**config.mk**
```make
export PLATFORM = sky130hd
export DESIGN_NAME = mask_rand_gen
export DESIGN_NICKNAME = d
export VERILOG_FILES = /design/src/rtl/mask_rand_gen.sv
export SDC_FILE = /design/constraint.sdc
export NUM_CORES = 1
export LEC_CHECK = 0
export ABC_AREA = 1
export BUFFER_PORTS_ARGS = -buffer_cell sky130_fd_sc_hd__buf_2
export CAP_MARGIN = 10
export CORE_ASPECT_RATIO = 1.4
export CORE_MARGIN = 4
export CORE_UTILIZATION = 29
export CTS_CLUSTER_SIZE = 16
export DETAILED_ROUTE_END_ITERATION = 16
export GPL_TIMING_DRIVEN = 0
export SKIP_CTS_REPAIR_TIMING = 1
export SLEW_MARGIN = 10
export SYNTH_ARGS = -nofsm -noshare
export SYNTH_HDL_FRONTEND = slang
export SYNTH_SLANG_ARGS = --single-unit
```
**constraint.sdc**
```tcl
create_clock -name clk -period 2.3 [get_ports clk]
set_input_delay 0.23 -clock clk [delete_from_list [all_inputs] [get_ports clk]]
set_output_delay 0.23 -clock clk [all_outputs]
set_load 0.02 [all_outputs]
```
**src/rtl/mask_rand_gen.sv**
```systemverilog
// mask_rand_gen: fresh-randomness source for the DOM-masked S-box layer.
// Three 96-bit Fibonacci LFSRs (LA/LB/LZ) are seeded over a 32-bit word
// stream, warmed up, and then advanced once per consumer handshake.
//
// state | meaning
// ------+---------------------------------------------------------------
// EMPTY | no seed yet; waiting for the first seed word
// LOAD  | seed words being shifted in (cnt counts accepted words)
// WARM  | zero-fixed seed present; two advances before output is valid
// RUN   | az/bz/z valid; advance on rnd_valid && rnd_ready

module mask_rand_gen #(
  parameter int STEP = 96
) (
  input  logic        clk,
  input  logic        rst_n,
  input  logic        seed_valid,
  input  logic [31:0] seed_data,
  output logic        seed_ready,
  output logic        rnd_valid,
  input  logic        rnd_ready,
  output logic [95:0] az,
  output logic [95:0] bz,
  output logic [95:0] z
);

  typedef enum logic [1:0] {EMPTY, LOAD, WARM, RUN} state_t;

  state_t      state, state_nxt;
  logic [3:0]  cnt, cnt_nxt;
  logic [1:0]  warm_cnt, warm_nxt;
  logic [95:0] la, lb, lz;
  logic [95:0] la_nxt, lb_nxt, lz_nxt;
  logic [95:0] la_sh, lb_sh, lz_sh;
  logic        seed_fire;

  // STEP single steps of the Fibonacci LFSR, unrolled within one clock.
  function automatic logic [95:0] lfsr_adv(input logic [95:0] s);
    logic [95:0] r;
    r = s;
    for (int i = 0; i < STEP; i++) begin
      r = {r[94:0], r[95] ^ r[93] ^ r[48] ^ r[46]};
    end
    return r;
  endfunction

  // An all-zero LFSR would lock up forever, so it is forced to 1.
  function automatic logic [95:0] nz_fix(input logic [95:0] s);
    return (s == 96'h0) ? 96'h1 : s;
  endfunction

  assign seed_ready = (state != WARM);
  assign rnd_valid  = (state == RUN);
  assign seed_fire  = seed_valid && seed_ready;

  assign la_sh = {la[63:0], lb[95:64]};
  assign lb_sh = {lb[63:0], lz[95:64]};
  assign lz_sh = {lz[63:0], seed_data};

  assign az = la;
  assign bz = lb;
  assign z  = lz;

  // Next-state, counters and LFSR updates; seed acceptance beats advance.
  always_comb begin
    state_nxt = state;
    cnt_nxt   = cnt;
    warm_nxt  = warm_cnt;
    la_nxt    = la;
    lb_nxt    = lb;
    lz_nxt    = lz;
    case (state)
      EMPTY: begin
        if (seed_fire) begin
          la_nxt    = la_sh;
          lb_nxt    = lb_sh;
          lz_nxt    = lz_sh;
          cnt_nxt   = 4'd1;
          state_nxt = LOAD;
        end
      end
      LOAD: begin
        if (seed_fire) begin
          if (cnt == 4'd8) begin
            la_nxt    = nz_fix(la_sh);
            lb_nxt    = nz_fix(lb_sh);
            lz_nxt    = nz_fix(lz_sh);
            cnt_nxt   = 4'd0;
            warm_nxt  = 2'd0;
            state_nxt = WARM;
          end else begin
            la_nxt  = la_sh;
            lb_nxt  = lb_sh;
            lz_nxt  = lz_sh;
            cnt_nxt = cnt + 4'd1;
          end
        end
      end
      WARM: begin
        la_nxt = lfsr_adv(la);
        lb_nxt = lfsr_adv(lb);
        lz_nxt = lfsr_adv(lz);
        if (warm_cnt == 2'd1) begin
          warm_nxt  = 2'd0;
          state_nxt = RUN;
        end else begin
          warm_nxt = warm_cnt + 2'd1;
        end
      end
      RUN: begin
        if (seed_fire) begin
          la_nxt    = la_sh;
          lb_nxt    = lb_sh;
          lz_nxt    = lz_sh;
          cnt_nxt   = 4'd1;
          state_nxt = LOAD;
        end else if (rnd_ready) begin
          la_nxt = lfsr_adv(la);
          lb_nxt = lfsr_adv(lb);
          lz_nxt = lfsr_adv(lz);
        end
      end
      default: state_nxt = EMPTY;
    endcase
  end

  // State, counter and LFSR registers; reset discards any partial seed.
  always_ff @(posedge clk or negedge rst_n) begin
    if (!rst_n) begin
      state    <= EMPTY;
      cnt      <= 4'd0;
      warm_cnt <= 2'd0;
      la       <= 96'h0;
      lb       <= 96'h0;
      lz       <= 96'h0;
    end else begin
      state    <= state_nxt;
      cnt      <= cnt_nxt;
      warm_cnt <= warm_nxt;
      la       <= la_nxt;
      lb       <= lb_nxt;
      lz       <= lz_nxt;
    end
  end

endmodule

```
== Word-level counts from Yosys, hierarchy flattened ==
Index checks and enable logic that the tools add are counted.
Word-level totals
  register bits: 296
  word-level logic and storage cells: 930
  output and inout bits: 290
  bits of input ports: 36
Cells by class
  reduce and logical (&&, ||, !) cells: 12
  equal/unequal tests: 12
  muxes and demuxes: 34
  add/sub/neg operators: 2
  bitwise logic cells: 864
Operator list (number)
  $mux 96: 18
  $pmux 96 s4: 3
  $xor 1x1->1: 864
  $logic_not 96->1: 3
  $mux 2: 7
  $mux 4: 3
  $ne 2x2->1 const B: 5
  $reduce_and 3->1: 3
  $pmux 4 s2: 1
  $pmux 2 s3: 1
  $add 4x1->4 const B: 1
  $eq 2x1->1 const B: 2
  $eq 2x2->1 const B: 2
  $eq 4x4->1 const B: 1
  $pmux 2 s2: 1
  $reduce_and 4->1: 1
  $reduce_bool 2->1: 2
  $ne 3x1->1 const B: 1
  $add 2x1->2 const B: 1
  $logic_not 2->1: 1
  $ne 2x1->1 const B: 1
  $reduce_or 2->1: 1
  $logic_and 1x1->1: 1

== Logic depth before layout (Yosys ltp) ==
  depth after elaboration: 9
  depth in mapped cells: 15
  mapped depth without buffers: 13

== Worst setup path before layout ==
Ideal clock, no wire load.
  path kind: flip-flop to flip-flop
  start: reg state[0]
  end: reg lb[31], in the netlist bz[31]
  cell stages (with the launch flop): 14
  setup time: 0.077 ns
  path slack: 0.301 ns
  data arrival time: 1.921 ns
  cell sequence: dfrtp_1 ha_1 buf_4 inv_2 o21ai_2 nand2_1 buf_6 clkinv_2 buf_6 buf_6 nand2_1 o21ai_1 inv_1 a21oi_1
RTL lines
  start, declared: RTL line 29  | state_t state, state_nxt;
  start signal, assigned: RTL line 137  | state <= state_nxt;
  $eq 2x2->1 *
  named net rnd_valid: RTL line 20  | output logic rnd_valid,
  $ne 3x1->1 (no source line)
  $reduce_and 3->1 (no source line)
  end signal, assigned: RTL line 141  | lb <= lb_nxt;
  end, declared: RTL line 32  | logic [95:0] la, lb, lz;
The timed path passes the listed nets; every way through them passes the cells marked *.
A chain may end at the register's enable or synchronous reset.

== Worst setup path in the final report ==
  start: reg lb[54], in the netlist bz[54]
  end: reg lb[88], in the netlist bz[88]
Between the ends
  longest elaborated chain between the ends: 5
RTL lines
  $logic_not 96->1: RTL line 49  | return (s == 96'h0) ? 96'h1 : s;
  $mux 96: RTL line 49
  $mux 96: RTL line 84  | if (cnt == 4'd8) begin
  $mux 96: RTL line 83  | if (seed_fire) begin
  $pmux 96 s4: RTL line 72  | case (state)
No other way between the ends. The select of a mux whose other input is x is not followed.

==> run summary <==
Outcome -> finished, violations left
Failing checks -> setup timing
Overall via count from detail_route -> 24,240
Commonest cells after routing, fill and taps aside -> sky130_fd_sc_hd__nand2_1 (780), sky130_fd_sc_hd__nor2_1 (521), sky130_fd_sc_hd__a21oi_1 (373), sky130_fd_sc_hd__buf_2 (361), sky130_fd_sc_hd__inv_1 (327)
Global router's overall resource usage -> 0.2597
Commonest non-fill, non-tap cell in the layout -> sky130_fd_sc_hd__nand2_1
Worst Reg-to-Reg Cells -> 12
Hold_sp -> seed_data[1]
Critical path arrival -> 2.76 ns
Synth Instances -> 3,301
Clock root buffer -> sky130_fd_sc_hd__clkbuf_16
TritonCTS clock tree -> yes
Number of warnings printed during yosys synthesis -> 0
Core Region -> 75,340 sq um
Initial detailed-routing violation count -> 2,119
DRT Pass-1 Iters -> 5
Net count of the mapped netlist -> 3,345
TritonCTS Buffers -> 39
Setup repair after global routing missed its margin -> true
Crit-path max FO -> 10
Category of the worst setup path launch point -> flip-flop
Initial antenna violation count -> 2
DRC violations left -> 0
Clock period minus final worst setup slack -> 2.313 ns
Nature of the critical path endpoint -> flip-flop
Max-slew violation total from the final report -> 0
Synthesis-stage register bit count -> 296
Mean routed wirelength per cell -> 23.34 microns
Synth Flop Type -> sky130_fd_sc_hd__dfrtp_1
Maximum level of the CTS H-tree -> 2
Die ar. -> 80,610 sq um
Overflow after GRT -> 0
Ant. Diodes -> 0
Endpoint of the worst-slack reg-to-reg timing path -> bz[88]
First-pass GRT wire length -> 154,900 microns
Netlist Area Pre-Place -> 22,060 sq um
Setup violators final -> 5
Largest net degree at the start of global routing -> 99
Post-synthesis area per instance -> 6.683 sq um
Post-route ant nets -> 0
Die extent in y -> 334.3 microns
Fin worst setup slack -> -0.01317 ns
Clk slew on worst S/H paths -> 0.06 ns
Asr flop ratio synth -> 1.000
Worst-case clock buffer depth -> 3
Initial standard-cell utilization of the core -> 0.2928
Port Buffer Count -> 325
Register-to-register path setup slack -> -0.01 ns
Vias in the first global route -> 22,590
Distinct cell type count after synthesis -> 37
End of the worst hold path -> z[1]
Dpl hpwl -> 83,980 microns
Transition time at the pin with the least slew margin -> 0.6839 ns
Clock tree skew after final layout -> 0.03961 ns
Die boundary width -> 241.1 microns
Data required, critical path -> 2.75 ns
Layout cell share with drive strength beyond 1 -> 0.1965
Worst relative slew slack -> 0.5408
Sequential-to-total area share from yosys stat -> 0.3358
Total wire length after detailed routing -> 110,300 microns
FILL cells -> 8,128
Worst Hold Path Cells -> 5
Ratio of final minimum period to clock period -> 1.006
Row Count -> 119
# IOs -> 326
Path type of the worst setup path -> flip-flop to flip-flop
Placer's final routability congestion estimate -> 0.9579
Max Clk Rate -> 432.3 MHz
Post-detailed-route via-to-cell ratio -> 5.128
Clk Latency, worst-skew pair -> 0.59 ns
Class of the worst hold path -> primary input to flip-flop
Critical R2R Launch -> bz[54]
Number of enable flip-flop cells after synthesis -> 0
Fin. Hold Viols -> 0
Accumulated negative setup slack -> -0.03326 ns
Total of max-cap violations -> 0
Synthesis-to-finish area growth -> 25.42%
Number of clock sinks -> 296
Post-layout nets -> 3,779
metal layers:
layer | vias to the layer above | GRT usage | wire length (microns)
met1 | 11500 | 0.3076 | 40560
met4 | 0 | 0.1496 | 8050
met3 | 322 | 0.04718 | 9302
li1 | 11150 | - | -
met5 | - | 0 | 0
met2 | 1264 | 0.4391 | 52420
critical path: stages, from the launching register on:
cell and delay, ns:
sky130_fd_sc_hd__dfrtp_1 0.55, sky130_fd_sc_hd__nor2_1 0.26, sky130_fd_sc_hd__nand2_1 0.08, sky130_fd_sc_hd__nor2_1 0.09
sky130_fd_sc_hd__nand3_1 0.10, sky130_fd_sc_hd__nor2_2 0.16, sky130_fd_sc_hd__nand2_4 0.09, sky130_fd_sc_hd__nand2_2 0.08
sky130_fd_sc_hd__nand3_4 0.20, sky130_fd_sc_hd__buf_12 0.23, sky130_fd_sc_hd__buf_8 0.14, sky130_fd_sc_hd__nand2_1 0.12
sky130_fd_sc_hd__a21oi_2 0.06
kinds of logic after synthesis:
group           share of synthesized area
buf+inv                           0.09579
simple gates                       0.2665
fa+ha+maj                        0.004537
flops                              0.3358
xor+xnor                           0.1556
compound gates                     0.1418
cell usage after synthesis (2+ instances only):
library cell | instances | share of area
sky130_fd_sc_hd__a21boi_0 | 2 | 0.00068
sky130_fd_sc_hd__buf_2 | 80 | 0.018
sky130_fd_sc_hd__o21ai_0 | 190 | 0.043
sky130_fd_sc_hd__buf_1 | 5 | 0.00085
sky130_fd_sc_hd__or2_1 | 3 | 0.00085
sky130_fd_sc_hd__inv_1 | 334 | 0.057
sky130_fd_sc_hd__xnor2_1 | 280 | 0.11
sky130_fd_sc_hd__buf_4 | 12 | 0.0041
sky130_fd_sc_hd__nand2_1 | 799 | 0.14
sky130_fd_sc_hd__nand3_2 | 2 | 0.00091
sky130_fd_sc_hd__nand4_1 | 9 | 0.0026
sky130_fd_sc_hd__inv_2 | 3 | 0.00051
sky130_fd_sc_hd__nor2_1 | 535 | 0.091
sky130_fd_sc_hd__a21oi_1 | 391 | 0.089
sky130_fd_sc_hd__buf_6 | 9 | 0.0046
sky130_fd_sc_hd__nand2_2 | 2 | 0.00057
sky130_fd_sc_hd__dfrtp_1 | 296 | 0.34
sky130_fd_sc_hd__clkbuf_2 | 3 | 0.00068
sky130_fd_sc_hd__nand3_1 | 71 | 0.016
sky130_fd_sc_hd__or2_2 | 52 | 0.015
sky130_fd_sc_hd__ha_1 | 8 | 0.0045
sky130_fd_sc_hd__nor3_1 | 3 | 0.00068
sky130_fd_sc_hd__clkbuf_1 | 58 | 0.0099
sky130_fd_sc_hd__o21ai_1 | 12 | 0.0027
sky130_fd_sc_hd__o211ai_1 | 12 | 0.0041
sky130_fd_sc_hd__and2_1 | 5 | 0.0014
sky130_fd_sc_hd__xor2_1 | 112 | 0.044
sky130_fd_sc_hd__a22oi_1 | 4 | 0.0014
flip-flops by register name, summed over array words and instances, names as in the netlist:
signal	flops
z	96
cnt	4
warm_cnt	2
state	2
az	96
bz	96
how the worst max path moves through the flow:
stage          slack, ns  endpoint  cells after the start     start
4_1_cts            -0.87    bz[21]                     12  state[0]
3_5_place_dp       -0.83    bz[21]                     12  state[0]
2_1_floorplan       0.30    bz[31]                     13  state[0]
5_1_grt            -0.07    bz[26]                     10  state[1]
6_report           -0.01    bz[88]                     12    bz[54]
3_3_place_gp       -5.36    az[89]                      1     rst_n
area by class of cell:
type	instances	area, sq um	share of cell area
clock inverter	6	47.55	0.001718
multi-input combinational	2500	12830	0.4638
buffer	159	1256	0.04540
timing repair buffer	401	2405	0.08691
sequential	296	7447	0.2692
clock buffer	60	1166	0.04215
tap	968	1211	0.04377
inverter	338	1304	0.04712
metrics by stage:
| stage | instances | hold slack [ns] | util | worst slack (ns) | cell area (sq um) |
|---|---|---|---|---|---|
| finish | 4728 | 0.05539 | 0.3673 | -0.01317 | 27670 |
| global route | 4728 | 0.1142 | 0.3673 | -0.07226 | 27670 |
| CTS | 4663 | -0.3963 | 0.3478 | -0.8716 | 26210 |
| detailed placement | 4597 | 0.1957 | 0.3317 | -0.8298 | 24990 |
| global placement | 4594 | 0.4787 | 0.3305 | -5.357 | 24900 |
| floorplan | 3301 | -0.06559 | - | 0.3015 | 22060 |
Power is not shown: default switching activity piles up to over one toggle a cycle in this logic, so the estimate is an artifact.
